[config.mk]
export PLATFORM = sky130hd
export DESIGN_NAME = adventure_game_ctrl
export DESIGN_NICKNAME = d
export VERILOG_FILES = /design/src/rtl/adventure_game_pkg.sv /design/src/rtl/adventure_game_ctrl_hex_to_7seg.sv /design/src/rtl/adventure_game_ctrl.sv
export SDC_FILE = /design/constraint.sdc
export NUM_CORES = 1
export LEC_CHECK = 0
export ABC_AREA = 1
export ABC_CLOCK_PERIOD_IN_PS = 1600
export CAP_MARGIN = 20
export CORE_MARGIN = 4
export CORE_UTILIZATION = 45
export DETAILED_ROUTE_END_ITERATION = 7
export GPL_ROUTABILITY_DRIVEN = 0
export HOLD_SLACK_MARGIN = 0.12
export PLACE_DENSITY = 0.72
export SKIP_CTS_REPAIR_TIMING = 1
export SLEW_MARGIN = 20
export SYNTH_ARGS = -nofsm -noshare
export SYNTH_HDL_FRONTEND = slang
export SYNTH_SLANG_ARGS = --single-unit
[constraint.sdc]
create_clock -name clk -period 1.6 [get_ports clk]
set_input_delay 0.16 -clock clk [delete_from_list [all_inputs] [get_ports clk]]
set_output_delay 0.16 -clock clk [all_outputs]
set_load 0.05 [all_outputs]
[src/rtl/adventure_game_pkg.sv]
// rtl/adventure_game_pkg.sv - room encoding, 7-seg digit patterns and the room move function
package adventure_game_pkg;

  typedef enum logic [2:0] {
    CAVE    = 3'd0,
    TUNNEL  = 3'd1,
    RIVER   = 3'd2,
    STASH   = 3'd3,
    DEN     = 3'd4,
    VICTORY = 3'd5,
    GRAVE   = 3'd6
  } room_t;

  // Segment order {a,b,c,d,e,f,g}, active-high
  localparam logic [6:0] SEG_0 = 7'b1111110;
  localparam logic [6:0] SEG_1 = 7'b0110000;
  localparam logic [6:0] SEG_2 = 7'b1101101;
  localparam logic [6:0] SEG_3 = 7'b1111001;
  localparam logic [6:0] SEG_4 = 7'b0110011;
  localparam logic [6:0] SEG_5 = 7'b1011011;
  localparam logic [6:0] SEG_6 = 7'b1011111;
  localparam logic [6:0] SEG_7 = 7'b1110000;
  localparam logic [6:0] SEG_8 = 7'b1111111;
  localparam logic [6:0] SEG_9 = 7'b1111011;
  localparam logic [6:0] SEG_A = 7'b1110111;
  localparam logic [6:0] SEG_B = 7'b0011111;
  localparam logic [6:0] SEG_C = 7'b1001110;
  localparam logic [6:0] SEG_D = 7'b0111101;
  localparam logic [6:0] SEG_E = 7'b1001111;
  localparam logic [6:0] SEG_F = 7'b1000111;

  // Directions are tried in n>s>e>w order; one that leads nowhere from this room is skipped.
  function automatic room_t next_room(input room_t r, input logic n, input logic s,
                                      input logic e, input logic w);
    room_t nr;
    nr = r;
    case (r)
      CAVE:   if (e) nr = TUNNEL;
      TUNNEL: begin
        if (s)      nr = RIVER;
        else if (w) nr = CAVE;
      end
      RIVER: begin
        if (n)      nr = TUNNEL;
        else if (e) nr = DEN;
        else if (w) nr = STASH;
      end
      STASH:  if (e) nr = RIVER;
      default: nr = r;
    endcase
    return nr;
  endfunction

endpackage

[src/rtl/adventure_game_ctrl_hex_to_7seg.sv]
// rtl/adventure_game_ctrl_hex_to_7seg.sv - combinational hex digit to 7-seg decoder
module hex_to_7seg
  import adventure_game_pkg::*;
(
  input  logic [3:0] hex,
  output logic [6:0] seg
);

  always_comb begin
    seg = SEG_0;
    case (hex)
      4'h0: seg = SEG_0;
      4'h1: seg = SEG_1;
      4'h2: seg = SEG_2;
      4'h3: seg = SEG_3;
      4'h4: seg = SEG_4;
      4'h5: seg = SEG_5;
      4'h6: seg = SEG_6;
      4'h7: seg = SEG_7;
      4'h8: seg = SEG_8;
      4'h9: seg = SEG_9;
      4'hA: seg = SEG_A;
      4'hB: seg = SEG_B;
      4'hC: seg = SEG_C;
      4'hD: seg = SEG_D;
      4'hE: seg = SEG_E;
      default: seg = SEG_F;
    endcase
  end

endmodule

[src/rtl/adventure_game_ctrl.sv]
// rtl/adventure_game_ctrl.sv - adventure game top: room FSM, sword inventory, dragon, lives
module adventure_game_ctrl
  import adventure_game_pkg::*;
#(
  parameter int LIVES          = 1,
  parameter int DRAGON_HP      = 1,
  parameter int SWORD_MAX      = 1,
  parameter int RESPAWN_CYCLES = 4
) (
  input  logic       clk,
  input  logic       reset,
  input  logic       n,
  input  logic       s,
  input  logic       e,
  input  logic       w,
  output logic       win,
  output logic       d,
  output logic [6:0] seg,
  output logic [2:0] room,
  output logic [3:0] lives_left
);

  localparam int SW = $clog2(SWORD_MAX + 1);
  localparam int RW = (RESPAWN_CYCLES > 1) ? $clog2(RESPAWN_CYCLES) : 1;
  localparam logic [SW-1:0] SWORD_TOP    = SW'(SWORD_MAX);
  localparam logic [RW-1:0] RESPAWN_LAST = RW'(RESPAWN_CYCLES - 1);

  room_t         cur_room;
  room_t         move_room;
  logic [SW-1:0] swords;
  logic [3:0]    dragon_hp;
  logic [RW-1:0] respawn_cnt;
  logic [3:0]    sword_hex;
  logic [6:0]    seg_dec;

  assign room      = cur_room;
  assign move_room = next_room(cur_room, n, s, e, w);
  assign sword_hex = 4'(swords);

  hex_to_7seg u_hex (
    .hex (sword_hex),
    .seg (seg_dec)
  );

  always_ff @(posedge clk) begin
    if (reset) begin
      cur_room    <= CAVE;
      swords      <= '0;
      dragon_hp   <= 4'(DRAGON_HP);
      lives_left  <= 4'(LIVES);
      respawn_cnt <= '0;
      win         <= 1'b0;
      d           <= 1'b0;
      seg         <= SEG_0;
    end else begin
      seg <= seg_dec;
      case (cur_room)
        DEN: begin
          if (swords == '0) begin
            cur_room <= GRAVE;
            d        <= 1'b1;
          end else begin
            swords    <= swords - 1'b1;
            dragon_hp <= dragon_hp - 4'd1;
            if (dragon_hp == 4'd1) begin
              cur_room <= VICTORY;
              win      <= 1'b1;
            end
          end
        end
        GRAVE: begin
          // The last life never respawns; the grave holds until reset.
          if (lives_left > 4'd1) begin
            if (respawn_cnt == RESPAWN_LAST) begin
              cur_room    <= CAVE;
              lives_left  <= lives_left - 4'd1;
              swords      <= '0;
              respawn_cnt <= '0;
              d           <= 1'b0;
            end else begin
              respawn_cnt <= respawn_cnt + 1'b1;
            end
          end
        end
        VICTORY: ;
        default: begin
          cur_room <= move_room;
          if (move_room == STASH && cur_room != STASH && swords != SWORD_TOP)
            swords <= swords + 1'b1;
        end
      endcase
    end
  end

endmodule

Word-level counts from Yosys, hierarchy flattened
Memory sizes are Yosys's and may differ from the RTL's. A register that Yosys moved wholly into a read port is not among the register bits.
Cells that the tools add are included.
{"block": "totals", "register_bits": 16, "rom_bits": 112, "word_cells": 63, "mem_count": 1}
{"name": "(no name shown)", "depth": 16, "word_bits": 7, "rd": 1, "rd_ports_with_merged_regs": 1, "write_ports": 0, "line_no": "adventure_game_ctrl_hex_to_7seg.sv:11", "source": "case (hex)"}
{"block": "op_classes", "addsub": 5, "order_cmp": 1, "n_eq_ne": 14, "mux": 21, "n_bitwise": 2, "reduce_logical": 12}
{"op": "two-way mux 3 bit", "count": 11}
{"op": "case mux 3 bit (4 select lines)", "count": 1}
{"op": "AND reduction 4 bit", "count": 3}
{"op": "== test 3 x 2 -> 1 bit, second input constant", "count": 3}
{"op": "== test 3 bit, second input constant", "count": 3}
{"op": "case mux 3 bit (3 select lines)", "count": 1}
{"op": "subtractor 4 x 1 -> 4 bit, second input constant", "count": 2}
{"op": "!= test 2 bit, second input constant", "count": 3}
{"op": "AND reduction 3 bit", "count": 2}
{"op": "two-way mux 1 bit", "count": 5}
{"op": "== test 4 x 1 -> 1 bit, second input constant", "count": 1}
{"op": "> comparator 4 x 1 -> 1 bit, second input constant", "count": 1}
{"op": "AND reduction 2 bit", "count": 2}
{"op": "== test 3 x 1 -> 1 bit, second input constant", "count": 1}
{"op": "logical NOT 3 bit", "count": 1}
{"op": "!= test 3 x 2 -> 1 bit, second input constant", "count": 1}
{"op": "!= test 3 bit, second input constant", "count": 1}
{"op": "case mux 1 bit (3 select lines)", "count": 1}
{"op": "nonzero test 3 bit", "count": 1}
{"op": "adder 2 x 1 -> 2 bit, second input constant", "count": 1}
{"op": "== test 2 bit, second input constant", "count": 1}
{"op": "logical AND 1 bit", "count": 2}
{"op": "two-way mux 2 bit", "count": 1}
{"op": "inverter 1 bit", "count": 2}
{"op": "other kinds (4)", "count": 4}

Longest topological paths before layout
Gate-level depths: netlist of the first run.
{"block": "depth", "ltp_word": 9, "ltp_mapped": 10, "depth_no_buf": 9}

Cells and area by module
A second synthesis of the first run with hierarchy kept.
{"block": "unflattened", "hier_cells": 198, "area_unflattened_um2": 1378.8}
{"mod": "adventure_game_ctrl", "instances": 1, "cells_per_inst": 146, "area_each_um2": 1108.6, "seq_area_each_um2": 460.4}
{"mod": "hex_to_7seg", "instances": 1, "cells_per_inst": 52, "area_each_um2": 270.3, "seq_area_each_um2": 0.0}

Worst setup path after synthesis of the first run
OpenSTA, ideal clock, no wires.
{"block": "synth_timing", "kind": "register to register", "start": "register lives_left[0]", "end": "register lives_left[2]", "setup_ps": 117, "arrival_ps": 1774, "t_required_ps": 1483, "path_slack_ps": -291, "path_stages_with_launch": 9, "period_less_slack_ps": 1891, "cell_sequence": "dfxtp_1 > inv_1 > ha_1 > o21ai_1 > nand3_2 > nor2_4 > nand3_1 > nand2_1 > nor2_1"}
{"block": "synth_via", "elab_chain_len": 2, "elab_cells_between_ends": 3, "classes_between": "add/sub (1); order compare (1); reduce/logical (1)"}
{"item": "start: declaration", "line_no": "adventure_game_ctrl.sv:20", "source": "output logic [3:0] lives_left"}
{"item": "start signal: assignment", "line_no": "adventure_game_ctrl.sv:50", "source": "lives_left <= 4'(LIVES);"}
{"item": "start signal: assignment", "line_no": "adventure_game_ctrl.sv:76", "source": "lives_left <= lives_left - 4'd1;"}
{"item": "> comparator 4 x 1 -> 1 bit", "line_no": "adventure_game_ctrl.sv:73", "source": "if (lives_left > 4'd1) begin"}
{"item": "AND reduction 3 bit (no source line)"}
Several ways; a longest one is shown, not always the timed one.
A chain may end at the register's enable or synchronous reset.

Final worst setup path of the first run
{"block": "layout_timing", "start": "register lives_left[1]", "end": "register lives_left[2]"}
Same word-level chain as after synthesis.

==> run summary, run 1 <==
status = finished clean
total number of vias = 930
worst slack, placed = 0.0189 ns
Detailed Route WL = 1.97 mm
ranking of synthesized cells by area = dfxtp_1 34%, nand2_1 10%, nor2_1 7.8%, ha_1 6.2%, nand3_1 5.5%
Min-Delay Path Class = register to register
Cells after Synth = 145
Setup CP Type = register to register
clock slew at reported path FFs = 0.10 ns
Clock power frac = 27.7%
gr busiest metal = met2
Die Span X = 55.3 µm
Yosys top cell by area = dfxtp_1
Detail Route Antenna Nets = 0
drt first pass iters = 4
Synth cell types = 25
CTS tree = built
clock root buffer = clkbuf_4
initial antenna violation count = 0
GR Util met3 = 3.03%
Hold Fails Final Rpt = 0
Final Skew = 0.00659 ns
Reg power frac = 53.4%
Total Routing Usage GR = 13.0%
combinational share of power = 18.9%
Setup crit start kind = register
number of max-slew violations in the final report = 0
Initial DRC Count = 11
vias per cell = 4.92
pin count of the biggest net entering global routing = 13
PnR worst setup slack = 0.119 ns
Die Ht = 55.3 µm
port buffer count = 18
total CTS buffers = 3
total I/O pin count = 22
# clock sinks = 17
Overflow after GRT = 0
fmax = 675 MHz
post-synth top area share = 33.8%
CTS max path bufs = 2
post-synth design cell area = 0.00101 mm²
PD cells = 698 mW/mm²
met1 usage = 17.7%
total internal power = 0.582 mW
first-pass GRT wire length = 3.39 mm
CP endpoint kind = register
Max IR drop VDD = 0.488 mV
Post-DP HPWL = 1.52 mm
CTS H-tree lvls = 1
RSZ-0062 raised after global routing = no
fin crit period = 1.48 ns
layout overhead on the synthesized area = 19.7%
Die ar. = 0.00306 mm²
sw frac = 30.7%
grt met2 use = 19.9%
Synth Register Bits = 17
vias in the first global route = 838
Tcrit/Tclk final = 92.5%
ANT cells = 0
Initial Utilization = 49.3%
switching pwr = 0.258 mW
Avg WL per Cell = 10.4 µm
final setup fails = 0
DR DRC count = 0
Post-DP Area = 0.00116 mm²
Fill cells = 196
# nets final = 174
P_leak = 0.566 nW
crit path max fanout = 8
num rows = 16
fin area = 0.00120 mm²
core region area = 0.00204 mm²
Mean Syn Cell Area = 6.94 µm²
worst path arrival time = 1.68 ns
Worst Path Required = 1.80 ns
layout cell share with drive strength beyond 1 = 22.8%
Fin Setup TNS = 0 ns
worst-skew pair later-pin latency = 0.29 ns
total of max-cap violations = 0
register area share after synthesis = 33.8%
Synth Warn # = 0
-- path summary, 6_finish.rpt --
| check | startpoint | end | slack, ns | depth (start not counted) |
|---|---|---|---|---|
| max | lives_left[1] | lives_left[2] | 0.12 | 8 |
| min | swords | seg[3] | 0.42 | 1 |
| max reg2reg | lives_left[1] | lives_left[2] | 0.12 | 8 |
| min reg2reg | swords | seg[3] | 0.42 | 1 |
-- routing by layer --
layer / vias to the layer above / routed length, µm
met5: - / 0
met4: 0 / 28
met3: 4 / 106
met2: 22 / 860
met1: 410 / 974
li1: 494 / -
-- power by group through the flow --
stage	combinational, mW	sequential [mW]	clock, mW
2_1_floorplan	0.102	0.473	0
3_3_place_gp	0.159	0.459	0
3_5_place_dp	0.159	0.458	0
4_1_cts	0.160	0.448	0.240
5_1_grt	0.173	0.451	0.262
6_report	0.159	0.449	0.233
-- synth_stat cells --
master / number
a211oi_1: 2
inv_2: 4
nand3b_1: 1
o211ai_1: 1
o211a_1: 1
buf_2: 1
nand3_2: 2
nand2_2: 2
a21oi_2: 2
a21oi_1: 10
o21ai_0: 5
nand2_1: 28
xor2_1: 1
ha_1: 5
nor2_4: 2
inv_1: 13
o21ai_1: 4
buf_4: 7
nor2_1: 21
nor3b_1: 1
nor3_1: 1
conb_1: 2
dfxtp_1: 17
nor2_2: 1
nand3_1: 11
-- worst max-delay path, stage by stage, from the launching register on --
cell,delay (ns)
dfxtp_4,0.37
inv_1,0.06
ha_1,0.20
o21ai_2,0.19
nand3_2,0.13
nor2_4,0.23
nand3_1,0.10
nand2_1,0.07
nor2_1,0.04
-- state kept, by name, indices dropped and copies added (netlist names) --
signal       cells
seg              1
swords           1
d                1
dragon_hp        4
respawn_cnt      2
room             3
win              1
lives_left       4
-- layout by cell type, fill, tap and decap left out, drive strengths merged --
master / Yosys / routed
nand2: 30 / 30
nor2: 24 / 24
inv: 17 / 17
dfxtp: 17 / 17
buf: 8 / 15
nand3: 13 / 13
a21oi: 12 / 12
o21ai: 9 / 9
clkdlybuf4s50: 0 / 5
ha: 5 / 5
clkbuf: 0 / 4
conb: 2 / 3
a211oi: 2 / 2
nand3b: 1 / 1
nor3b: 1 / 1
nor3: 1 / 1
xor2: 1 / 1
o211ai: 1 / 1
o211a: 1 / 1
-- kinds of logic (layout without fill, tap and decap cells) --
kind of cell / after synthesis / count (layout) / synth area share, %
AOI/OAI and AO/OA: 25 / 25 / 14.4
xor gates and xnor gates: 1 / 1 / 0.871
adders and majority gates: 5 / 5 / 6.22
buffers and inverters: 25 / 41 / 12.1
DFF: 17 / 17 / 33.8
other: 2 / 3 / 0.747
and+or+nand+nor: 70 / 70 / 31.8
-- final cells by class --
| type | instances | area (µm²) | share of cell area (%) |
|---|---|---|---|
| Clock buffer | 4 | 26.3 | 2.18 |
| Inverter | 17 | 63.8 | 5.30 |
| Multi-Input combinational cell | 104 | 554 | 46.1 |
| Sequential cell | 17 | 350 | 29.1 |
| Tap cell | 27 | 33.8 | 2.81 |
| Timing Repair Buffer | 20 | 175 | 14.6 |
-- per-stage QoR --
stage / instances / hold WS (ns) / utilization [%] / power [mW]
floorplan: 146 / 0.222 / - / 0.575
global placement: 184 / 0.404 / 57.0 / 0.618
detailed placement: 184 / 0.403 / 57.0 / 0.617
CTS: 188 / 0.427 / 58.3 / 0.847
global route: 189 / 0.448 / 58.9 / 0.886
finish: 189 / 0.425 / 58.9 / 0.840
No activity file was read; power rests on OpenSTA's default activity.
==> run 2: changes to the inputs <==
--- a/config.mk
+++ b/config.mk
@@ -12,8 +12,8 @@
 export CORE_UTILIZATION = 45
 export DETAILED_ROUTE_END_ITERATION = 7
 export GPL_ROUTABILITY_DRIVEN = 0
-export HOLD_SLACK_MARGIN = 0.12
-export PLACE_DENSITY = 0.72
+export HOLD_SLACK_MARGIN = 0.1
+export PLACE_DENSITY_LB_ADDON = 0.1
 export SKIP_CTS_REPAIR_TIMING = 1
 export SLEW_MARGIN = 20
 export SYNTH_ARGS = -nofsm -noshare
==> run 2 against run 1 <==
Non-clock buffer count increased by 1. Wire length decreased by 1.6%. Clock skew decreased by 0.00083 ns. Critical path depth unchanged. Via count decreased by 0.54%. Clock-buffer cell count unchanged.
==> run summary, run 2 (synthesis gave the netlist of run 1 again) <==
clock root buffer = clkbuf_4
Reg power frac = 53.9%
fin area = 0.00121 mm²
total CTS buffers = 3
DR DRC count = 0
Min-Delay Path Class = register to register
Initial DRC Count = 7
number of max-slew violations in the final report = 0
pin count of the biggest net entering global routing = 13
total of max-cap violations = 0
PD cells = 687 mW/mm²
Die Ht = 55.3 µm
Worst Path Required = 1.79 ns
placed insts = 184
total I/O pin count = 22
num rows = 16
commonest non-fill, non-tap cell in the layout = nand2_1
CTS H-tree lvls = 1
Fin Setup TNS = 0 ns
Layout Cells excl Fill = 190
core region area = 0.00204 mm²
fmax = 696 MHz
Final Skew = 0.00577 ns
combinational share of power = 19.2%
Post-DP HPWL = 1.53 mm
CTS tree = built
total internal power = 0.582 mW
sw frac = 30.0%
# nets final = 175
P_leak = 0.571 nW
commonest cells after routing, fill and taps aside = 28 x nand2_1, 21 x nor2_1, 15 x buf_4, 13 x inv_1, 13 x dfxtp_1
Hold WS = 0.430 ns
layout overhead on the synthesized area = 20.4%
vias per cell = 4.87
layout cell share with drive strength beyond 1 = 23.3%
Die ar. = 0.00306 mm²
Setup CP Type = register to register
Clock power frac = 26.9%
CTS max path bufs = 2
cell depth of the worst flop-to-flop path = 8
drt first pass iters = 4
clock slew at reported path FFs = 0.10 ns
crit path max fanout = 8
Die Span X = 55.3 µm
vias in the first global route = 830
Detail Route Antenna Nets = 0
Total Routing Usage GR = 13.8%
worst-skew pair later-pin latency = 0.28 ns
Initial Utilization = 49.3%
fin crit period = 1.44 ns
Overflow after GRT = 0
Max IR drop VDD = 0.438 mV
switching pwr = 0.250 mW
status = finished clean
Post-DP Area = 0.00116 mm²
first-pass GRT wire length = 3.57 mm
final setup fails = 0
Detailed Route WL = 1.94 mm
port buffer count = 18
# clock sinks = 17
Tcrit/Tclk final = 89.8%
ANT cells = 0
Hold Fails Final Rpt = 0
Worst Hold Depth = 1
Setup crit start kind = register
Avg WL per Cell = 10.2 µm
total number of vias = 925
worst path arrival time = 1.62 ns
RSZ-0062 raised after global routing = no
CP endpoint kind = register
initial antenna violation count = 0
## run 2: final timing paths
kind | startpoint | to | slack, ns
hold reg to reg | swords | seg[3] | 0.43
setup reg to reg | lives_left[0] | lives_left[2] | 0.16
setup / recovery | lives_left[0] | lives_left[2] | 0.16
hold / removal | swords | seg[3] | 0.43
## run 2: power by group through the flow
stage	sequential, mW	clock [mW]	combinational [mW]
final	0.448	0.224	0.160
after CTS	0.448	0.234	0.160
after floorplan	0.473	0	0.102
after global routing	0.452	0.249	0.173
after global placement	0.458	0	0.159
after detailed placement	0.458	0	0.160
## run 2: worst max-delay path, stage by stage, from the launching register on
cell	delay (ns)
dfxtp_4	0.37
inv_1	0.06
ha_2	0.20
o21ai_2	0.17
nand3_2	0.12
nor2_4	0.21
nand3_1	0.10
nand2_1	0.07
nor2_1	0.04
## run 2: final cells by class
class                   instances  area (µm²)
clock buffers                   4        26.3
repair buffers                 21         183
flip-flops and latches         17         350
fillers                       206         831
inverters                      17        63.8
multi-input cells             104         554
well taps                      27        33.8
## run 2: metrics by stage
step / setup slack, ns / power [mW] / util [%]
floorplan: 0.0203 / 0.575 / -
global placement: 0.102 / 0.617 / 57.0
detailed placement: 0.0414 / 0.618 / 57.0
CTS: 0.0262 / 0.842 / 58.3
global route: 0.0173 / 0.874 / 59.3
finish: 0.163 / 0.832 / 59.3
## run 2: layer usage
metal,up-vias,GRT usage (%),wire [µm]
met2,17,19.8,860
met3,2,3.26,97
met5,-,0,0
met1,409,19.5,971
li1,497,-,-
met4,0,6.25,10
